`src/rtl/tl_pkg.sv`:
```
// Shared definitions for the traffic light controller/monitor pair:
// light and fault encodings, monitor state enum and phase helpers.
package tl_pkg;

    localparam logic [2:0] LIGHT_RED    = 3'b100;
    localparam logic [2:0] LIGHT_YELLOW = 3'b010;
    localparam logic [2:0] LIGHT_GREEN  = 3'b001;

    localparam logic [2:0] FLT_NONE        = 3'd0;
    localparam logic [2:0] FLT_ILLEGAL     = 3'd1;
    localparam logic [2:0] FLT_BAD_SEQ     = 3'd2;
    localparam logic [2:0] FLT_SHORT_DWELL = 3'd3;
    localparam logic [2:0] FLT_STUCK       = 3'd4;

    typedef enum logic [1:0] {
        ST_INIT,
        ST_RUN,
        ST_FAULT
    } mon_state_e;

    // Legal successor of a phase; 000 for anything that is not a phase.
    function automatic logic [2:0] next_phase(input logic [2:0] light);
        case (light)
            LIGHT_GREEN:  return LIGHT_YELLOW;
            LIGHT_YELLOW: return LIGHT_RED;
            LIGHT_RED:    return LIGHT_GREEN;
            default:      return 3'b000;
        endcase
    endfunction

    function automatic logic is_phase(input logic [2:0] light);
        return (light == LIGHT_RED) || (light == LIGHT_YELLOW) || (light == LIGHT_GREEN);
    endfunction

endpackage

```
`src/rtl/tl_flasher.sv`:
```
// Square-wave flasher: output starts high after restart and toggles every
// FLASH_DIV cycles. Shared by the monitor fault lamp and night mode.
module tl_flasher #(
    parameter int unsigned FLASH_DIV = 4
) (
    input  logic clk,
    input  logic rst_n,
    input  logic restart_i,
    output logic flash_o
);

    localparam int unsigned CW = (FLASH_DIV > 1) ? $clog2(FLASH_DIV) : 1;
    localparam logic [CW-1:0] TERM = CW'(FLASH_DIV - 1);

    logic [CW-1:0] cnt_q, cnt_d;
    logic          flash_q, flash_d;

    always_comb begin
        cnt_d   = cnt_q;
        flash_d = flash_q;
        if (restart_i) begin
            cnt_d   = '0;
            flash_d = 1'b1;
        end else if (cnt_q == TERM) begin
            cnt_d   = '0;
            flash_d = ~flash_q;
        end else begin
            cnt_d = cnt_q + 1'b1;
        end
    end

    always_ff @(posedge clk) begin
        if (!rst_n) begin
            cnt_q   <= '0;
            flash_q <= 1'b1;
        end else begin
            cnt_q   <= cnt_d;
            flash_q <= flash_d;
        end
    end

    assign flash_o = flash_q;

endmodule

```
`src/rtl/traffic_light_monitor.sv`:
```
// Safety monitor between traffic_signal and the lamps; latches the first fault
// and flashes red until cleared. TL_MON_STATS_EN adds the cycles_done counter.
module traffic_light_monitor
    import tl_pkg::*;
#(
    parameter int unsigned CNT_W      = 8,
    parameter int unsigned MIN_GREEN  = 4,
    parameter int unsigned MIN_YELLOW = 2,
    parameter int unsigned MIN_RED    = 4,
    parameter int unsigned MAX_DWELL  = 32,
    parameter int unsigned FLASH_DIV  = 4
) (
    input  logic        clk,
    input  logic        rst_n,
    input  logic [2:0]  light_in,
    input  logic        clr_fault,
    output logic [2:0]  lamp_out,
    output logic        fault,
`ifdef TL_MON_STATS_EN
    output logic [15:0] cycles_done,
`endif
    output logic [2:0]  fault_code
);

    localparam logic [CNT_W-1:0] MIN_G_W = MIN_GREEN[CNT_W-1:0];
    localparam logic [CNT_W-1:0] MIN_Y_W = MIN_YELLOW[CNT_W-1:0];
    localparam logic [CNT_W-1:0] MIN_R_W = MIN_RED[CNT_W-1:0];
    localparam logic [CNT_W:0]   MAX_W   = MAX_DWELL[CNT_W:0];

    mon_state_e       state_q, state_d;
    logic [2:0]       light_q;
    logic [CNT_W-1:0] dwell_q, dwell_d, dwell_inc;
    logic [2:0]       fault_code_q, fault_code_d;
    logic [2:0]       viol_code;
    logic [CNT_W-1:0] min_dwell;
    logic             changed;
    logic             flash;

    assign dwell_inc = (dwell_q == '1) ? dwell_q : dwell_q + 1'b1;
    assign changed   = (light_in != light_q);

    always_comb begin
        min_dwell = '0;
        case (light_q)
            LIGHT_GREEN:  min_dwell = MIN_G_W;
            LIGHT_YELLOW: min_dwell = MIN_Y_W;
            LIGHT_RED:    min_dwell = MIN_R_W;
            default:      min_dwell = '0;
        endcase
    end

    // Checks in priority order; only acted on while in RUN.
    always_comb begin
        viol_code = FLT_NONE;
        if (!is_phase(light_in)) begin
            viol_code = FLT_ILLEGAL;
        end else if (changed && (light_in != next_phase(light_q))) begin
            viol_code = FLT_BAD_SEQ;
        end else if (changed && (dwell_q < min_dwell)) begin
            viol_code = FLT_SHORT_DWELL;
        end else if (!changed && (({1'b0, dwell_q} + 1'b1) >= MAX_W)) begin
            viol_code = FLT_STUCK;
        end
    end

    always_comb begin
        state_d      = state_q;
        dwell_d      = dwell_inc;
        fault_code_d = fault_code_q;
        lamp_out     = LIGHT_RED;
        case (state_q)
            ST_INIT: begin
                dwell_d = '0;
                if (is_phase(light_in)) begin
                    state_d = ST_RUN;
                    dwell_d = CNT_W'(1);
                end
            end
            ST_RUN: begin
                lamp_out = light_q;
                if (changed) begin
                    dwell_d = CNT_W'(1);
                end
                if (viol_code != FLT_NONE) begin
                    state_d      = ST_FAULT;
                    fault_code_d = viol_code;
                end
            end
            ST_FAULT: begin
                lamp_out = {flash, 2'b00};
                if (clr_fault) begin
                    state_d      = ST_INIT;
                    dwell_d      = '0;
                    fault_code_d = FLT_NONE;
                end
            end
            default: begin
                state_d = ST_INIT;
                dwell_d = '0;
            end
        endcase
    end

    always_ff @(posedge clk) begin
        if (!rst_n) begin
            state_q      <= ST_INIT;
            light_q      <= LIGHT_RED;
            dwell_q      <= '0;
            fault_code_q <= FLT_NONE;
        end else begin
            state_q      <= state_d;
            light_q      <= light_in;
            dwell_q      <= dwell_d;
            fault_code_q <= fault_code_d;
        end
    end

    // Held in restart outside FAULT so the first fault cycle always shows red.
    tl_flasher #(
        .FLASH_DIV(FLASH_DIV)
    ) u_flasher (
        .clk      (clk),
        .rst_n    (rst_n),
        .restart_i((state_q != ST_FAULT) || clr_fault),
        .flash_o  (flash)
    );

    assign fault      = (state_q == ST_FAULT);
    assign fault_code = fault_code_q;

`ifdef TL_MON_STATS_EN
    logic [15:0] cycles_q;
    logic        cyc_inc;

    assign cyc_inc = (state_q == ST_RUN) && (viol_code == FLT_NONE) &&
                     (light_q == LIGHT_RED) && (light_in == LIGHT_GREEN);

    always_ff @(posedge clk) begin
        if (!rst_n) begin
            cycles_q <= '0;
        end else if ((state_q == ST_FAULT) && clr_fault) begin
            cycles_q <= '0;
        end else if (cyc_inc) begin
            cycles_q <= cycles_q + 16'd1;
        end
    end

    assign cycles_done = cycles_q;
`endif

endmodule

```
`config.mk`:
```
export PLATFORM = sky130hd
export DESIGN_NAME = traffic_light_monitor
export DESIGN_NICKNAME = d
export VERILOG_FILES = /design/src/rtl/tl_pkg.sv /design/src/rtl/tl_flasher.sv /design/src/rtl/traffic_light_monitor.sv
export SDC_FILE = /design/constraint.sdc
export NUM_CORES = 1
export LEC_CHECK = 0
export ABC_AREA = 0
export BUFFER_PORTS_ARGS = -buffer_cell sky130_fd_sc_hd__buf_2
export CAP_MARGIN = 20
export CORE_ASPECT_RATIO = 0.9
export CORE_UTILIZATION = 55
export DETAILED_ROUTE_END_ITERATION = 10
export PLACE_DENSITY = 0.75
export SYNTH_ARGS = -nofsm -noshare
export SYNTH_HDL_FRONTEND = slang
export SYNTH_HIERARCHICAL = 1
export SYNTH_SLANG_ARGS = --single-unit
export TNS_END_PERCENT = 5
```
`constraint.sdc`:
```
create_clock -name clk -period 2.8 [get_ports clk]
set_input_delay 0 -clock clk [delete_from_list [all_inputs] [get_ports clk]]
set_output_delay 0 -clock clk [all_outputs]
set_load 0.005 [all_outputs]
```
[Word-level counts from Yosys, hierarchy flattened]
Index checks and enable logic that the tools add are counted.
Operators by class
  equality and inequality tests: 16
  bitwise gates (word level): 2
  reduce and logical (&&, ||, !) cells: 15
  order comparisons: 2
  mux-type cells: 20
  $add $sub $neg: 3
Operators with widths (number)
  8-bit 2-to-1 mux: 3
  8-bit one-hot mux with 3 select lines: 1
  3-bit 2-to-1 mux: 7
  3-bit one-hot mux with 2 select lines: 3
  8-bit by 1-bit adder with 9-bit output (second input constant): 1
  9-bit by 6-bit >= comparator with 1-bit output (second input constant): 1
  3-bit one-hot mux with 3 select lines: 1
  8-bit by 1-bit adder with 8-bit output (second input constant): 1
  8-bit == test (second input constant): 1
  8-bit < comparator: 1
  2-bit inequality test (second input constant): 4
  3-bit by 1-bit == test with 1-bit output (second input constant): 2
  3-bit by 2-bit == test with 1-bit output (second input constant): 2
  3-bit == test (second input constant): 2
  2-bit 2-to-1 mux: 3
  3-bit inequality test: 2
  2-bit one-hot mux with 3 select lines: 1
  3-bit AND reduction: 2
  2-bit == test (second input constant): 2
  2-bit OR reduction: 2
  1-bit logical AND: 3
  1-bit logical OR: 3
  3-bit nonzero test: 1
  3-bit OR reduction: 1
  other kinds (7): 8
Word-level totals
  output and inout bits: 7
  bits of input ports: 6
  logic and storage cells: 64
  register bits after elaboration: 19

[Logic depth before layout (Yosys ltp)]
  depth after elaboration: 11
  depth in mapped cells: 9

[Modules after synthesis]
Netlist, hierarchy kept.
Modules (own cells, without submodules)
  traffic_light_monitor: times used 1, area an instance 1082.3 um2, cells an instance 123, sequential area each 320.3 um2
  tl_flasher: times used 1, area an instance 116.4 um2, cells an instance 8, sequential area each 60.1 um2

[Least setup slack after synthesis]
OpenSTA, ideal clock, no wires.
  kind: reg2reg
  from: register light_q[2]
  to: register fault_code_q[0] (netlist: fault_code[0])
  arrival time: 2.069 ns
  path slack: 0.609 ns
  stages on the path, launching flop included: 10
  buffers on the path: 1
  cell sequence: dfxtp_1 -> buf_6 -> xor2_1 -> nand2b_1 -> ha_1 -> or4_1 -> a2111oi_4 -> or4_1 -> nand3_1 -> a311o_1
On the way
  word-level cells in the longest chain between the ends: 11
  elaborated cells on any way between the ends: 23
  classes of those cells: 1 x order compare; 6 x eq/ne; 9 x mux; 7 x reduce/logical
Ends and longest elaborated chain
  start: declaration: line traffic_light_monitor.sv:31  | logic [2:0] light_q;
  start signal: assignment: line traffic_light_monitor.sv:112  | light_q <= light_in;
  3-bit == test / 3-bit by 1-bit == test with 1-bit output (equally long branches): line tl_pkg.sv:23, traffic_light_monitor.sv:44
  2-bit OR reduction (no line)
  3-bit one-hot mux with 2 select lines: line traffic_light_monitor.sv:44  | case (light_q)
  8-bit < comparator: line traffic_light_monitor.sv:59  | end else if (changed && (dwell_q < min_dwell)) begin
  1-bit logical AND: line traffic_light_monitor.sv:59
  3-bit 2-to-1 mux: line traffic_light_monitor.sv:59
  3-bit 2-to-1 mux *: line traffic_light_monitor.sv:57  | end else if (changed && (light_in != next_phase(light_q))) begin
  3-bit 2-to-1 mux *: line traffic_light_monitor.sv:55  | if (!is_phase(light_in)) begin
  3-bit nonzero test: line traffic_light_monitor.sv:84  | if (viol_code != FLT_NONE) begin
  2-bit inequality test (no line)
  3-bit AND reduction (no line)
  end signal: assignment: line traffic_light_monitor.sv:114  | fault_code_q <= fault_code_d;
  end: declaration: line traffic_light_monitor.sv:33  | logic [2:0] fault_code_q, fault_code_d;
Mark *: on every way between the ends. The rest lies on a longest branch, timed or not. The select of a mux whose other input is x is not followed.
A chain may end at the register's enable or synchronous reset.

[Worst setup path after layout]
Ends and elaborated chain as after synthesis.

==> results by group <==
Status
  • Status: finished clean

Logic synthesis
  • Mapped Area: 1200 µm²
  • Post-synth ARST share: 0%
  • Sequential area share after synthesis: 31.7%
  • Synth area leader: dfxtp_1
  • Dominant cells by area after synthesis: dfxtp_1 32%, ha_1 8.4%, xor2_1 4.4%
  • Post-synth EDFFs: 0
  • FF+latch count, synth: 19
  • Synth Instances: 131
  • Syn Nets: 145
  • Top_reg_cell synth: dfxtp_1
  • Mapped Avg Cell Area: between 9 and 10 µm²
  • Synth top area share: 31.7%
  • Synth unique cells: 48
  • Synth warn: 6

Clock network
  • CTS sink count: 19
  • CTS Hold Bufs: 4
  • Cts repair resizes: 0
  • CTS tree: done
  • CTS root buffer: clkbuf_4
  • CTS buffer count: 3
  • H-tree lvl count: 1
  • Clock buffer depth: 2
  • Post-CTS Setup Bufs: 0
  • Worst skew pair latency: roughly 0.30 ns
  • Worst-path clk slew: about 0.12 ns

Global routing
  • Remaining global-route overflow: 0
  • Initial antenna violation count: 0
  • Vias in the first global route: 828
  • Pin count of the biggest net entering global routing: 16
  • Global-route wire length before repair: approximately 3700 µm
  • Overall routing resource usage: 21.4%

Drt
  • Met3 WL post-DR: 83 µm
  • Routed length on met2: 967 µm
  • Remaining antenna violation count: 0
  • DRT Wirelength: around 2300 µm
  • First-pass detailed-route iteration total: 4
  • Via count: 970
  • Via/cell ratio: 5.71
  • Avg WL per Cell: 13.4 µm
  • Met1 Routed Length: 1220 µm
  • Starting DRT DRC Count: 16
  • DRC Markers: 0
  • Highest metal used: met4

Floorplan
  • Initial Utilization: 60.3%
  • Die area: 2370 µm²
  • Die Y-Extent: ~46 µm
  • CORE AREA: around 2000 µm²
  • I/O pin count: 13
  • Std cell rows: 15
  • Die width: roughly 51 µm

Setup path
  • Crit path capture type: register
  • Crit start category: register
  • Crit path arrival time: 2.67 ns
  • CP Max Fanout: 9
  • WS Path Type: reg -> reg
  • CP required: 2.99 ns

Pwr
  • Cell area power density: 588 nW/µm²
  • Leak: 0.561 nW
  • Max VDD drop: 0.000478 V

Cells and area
  • Layout area overhead: 9.81%
  • Post-layout nets: 160
  • Fillers: 183
  • Fraction of layout cells with a size suffix above 1: 15.9%
  • # diodes: 0
  • Util after Layout: roughly two thirds

Timing
  • Setup violators final: 0
  • Worst slew pin tran: 0.344 ns
  • Slew Limit Fails: 0
  • Crit share post-route: between 80% and 90%
  • Worst Clk Skew: 0.0124 ns
  • Unrepaired setup endpoints after global routing: no
  • FMAX: 404 MHz
  • Endpoints failing hold: 0
  • Sum Neg Setup Slack: 0 ns
  • Slew margin rel.: 76.9%
  • Tmin final: 2.48 ns

Min path
  • Hold Path Class: in -> reg

Run
  • Max-cap viol count: 0

Placed design
  • PortBufs: 12
  • Final GP Congestion: between 0.8 and 0.9
  • DP Wirelength: around 1600 µm
## per-layer routing
layer | vias up | global-route usage (%)
li1 | 501 | -
met1 | 450 | 29.2
met2 | 17 | 33.2
met3 | 2 | 6.93
met4 | 0 | 4.86
met5 | - | 0
## final cells by class
| cell class | instances | area, µm² | share of cell area (%) |
|---|---|---|---|
| multi-input cells | 99 | 748 | 56.8 |
| inverters | 6 | 22.5 | 1.71 |
| flip-flops and latches | 19 | 380 | 28.9 |
| clock buffers | 4 | 26.3 | 2.00 |
| repair buffers | 17 | 108 | 8.17 |
| well taps | 25 | 31.3 | 2.38 |
## registers in the layout (all words and copies together), names as in the netlist
| signal | cells |
|---|---|
| dwell_q | 8 |
| u_flasher/flash_o | 1 |
| light_q | 3 |
| state_q | 2 |
| u_flasher/cnt_q | 2 |
| fault_code | 3 |
## power breakdown
| part | switching (W) | internal [W] | total [W] | leakage, nW |
|---|---|---|---|---|
| Combinational | 0.000156 | 0.000140 | 0.000296 | 0.391 |
| Clock | 0.0000869 | 0.0000555 | 0.000142 | 0.0150 |
| Sequential | 0.0000340 | 0.000302 | 0.000336 | 0.155 |
## worst paths after layout
path                            cells past startpoint          startpoint  slack [ns]            endpoint
worst max-delay path                                8          light_q[2]        0.32       fault_code[0]
worst min-delay path                                4           clr_fault        0.07  u_flasher/cnt_q[0]
worst max register to register                      8          light_q[2]        0.32       fault_code[0]
worst min register to register                      1  u_flasher/cnt_q[0]        0.45  u_flasher/cnt_q[0]
## stage by stage
step	hold slack, ns	std cells	worst slack, ns	total power (W)	instance area, µm²
2_1_floorplan	0.0863	131	0.609	0.000553	1200
3_3_place_gp	0.301	162	0.457	0.000623	1250
3_5_place_dp	0.306	162	0.375	0.000630	1250
4_1_cts	0.0555	170	0.344	0.000780	1320
5_1_grt	0.0933	170	0.175	0.000829	1320
6_report	0.0698	170	0.324	0.000774	1320
## critical path, cell delays in order, from the launching register on
cell	delay, ns
dfxtp_1	0.53
xor2_1	0.18
nand2b_1	0.08
ha_1	0.17
or4_1	0.46
a2111oi_4	0.24
or4_1	0.18
nand3_1	0.15
a311o_1	0.38
## kinds of logic (layout without fill, tap and decap cells)
logic type,after synthesis,in the layout,share of synthesized area (%)
simple gates,55,55,28.8
fa+ha+maj,9,9,9.19
xor+xnor,8,8,5.85
compound gates,22,22,14.2
mux,5,5,4.38
flops,19,19,31.7
buf+inv,13,27,5.85
## cells in the final DEF (no fill, tap or decap), drive strengths merged, types with 2 or more instances in the layout
cell type    instances
nand4                2
dlygate4sd3          4
mux2i                3
a21oi                2
ha                   8
clkbuf               4
nor2b                2
nor4b                2
nand2               11
a211oi               3
nor3b                2
nand3                5
o21ai                7
dfxtp               19
and3                 4
and4bb               3
nor2                 8
and2                 3
inv                  6
nor3                 2
xor2                 6
mux2                 2
xnor2                2
buf                 13
or4                  2
## synth_stat cells (all sizes together) (3+ instances only)
cell type,instances
buf,5
ha,8
o21ai,7
inv,6
dfxtp,19
nand2,11
and2,3
xor2,6
mux2i,3
and3,4
and4bb,3
a211oi,3
nor2,8
nand3,5
(Power assumes the default switching activity.)
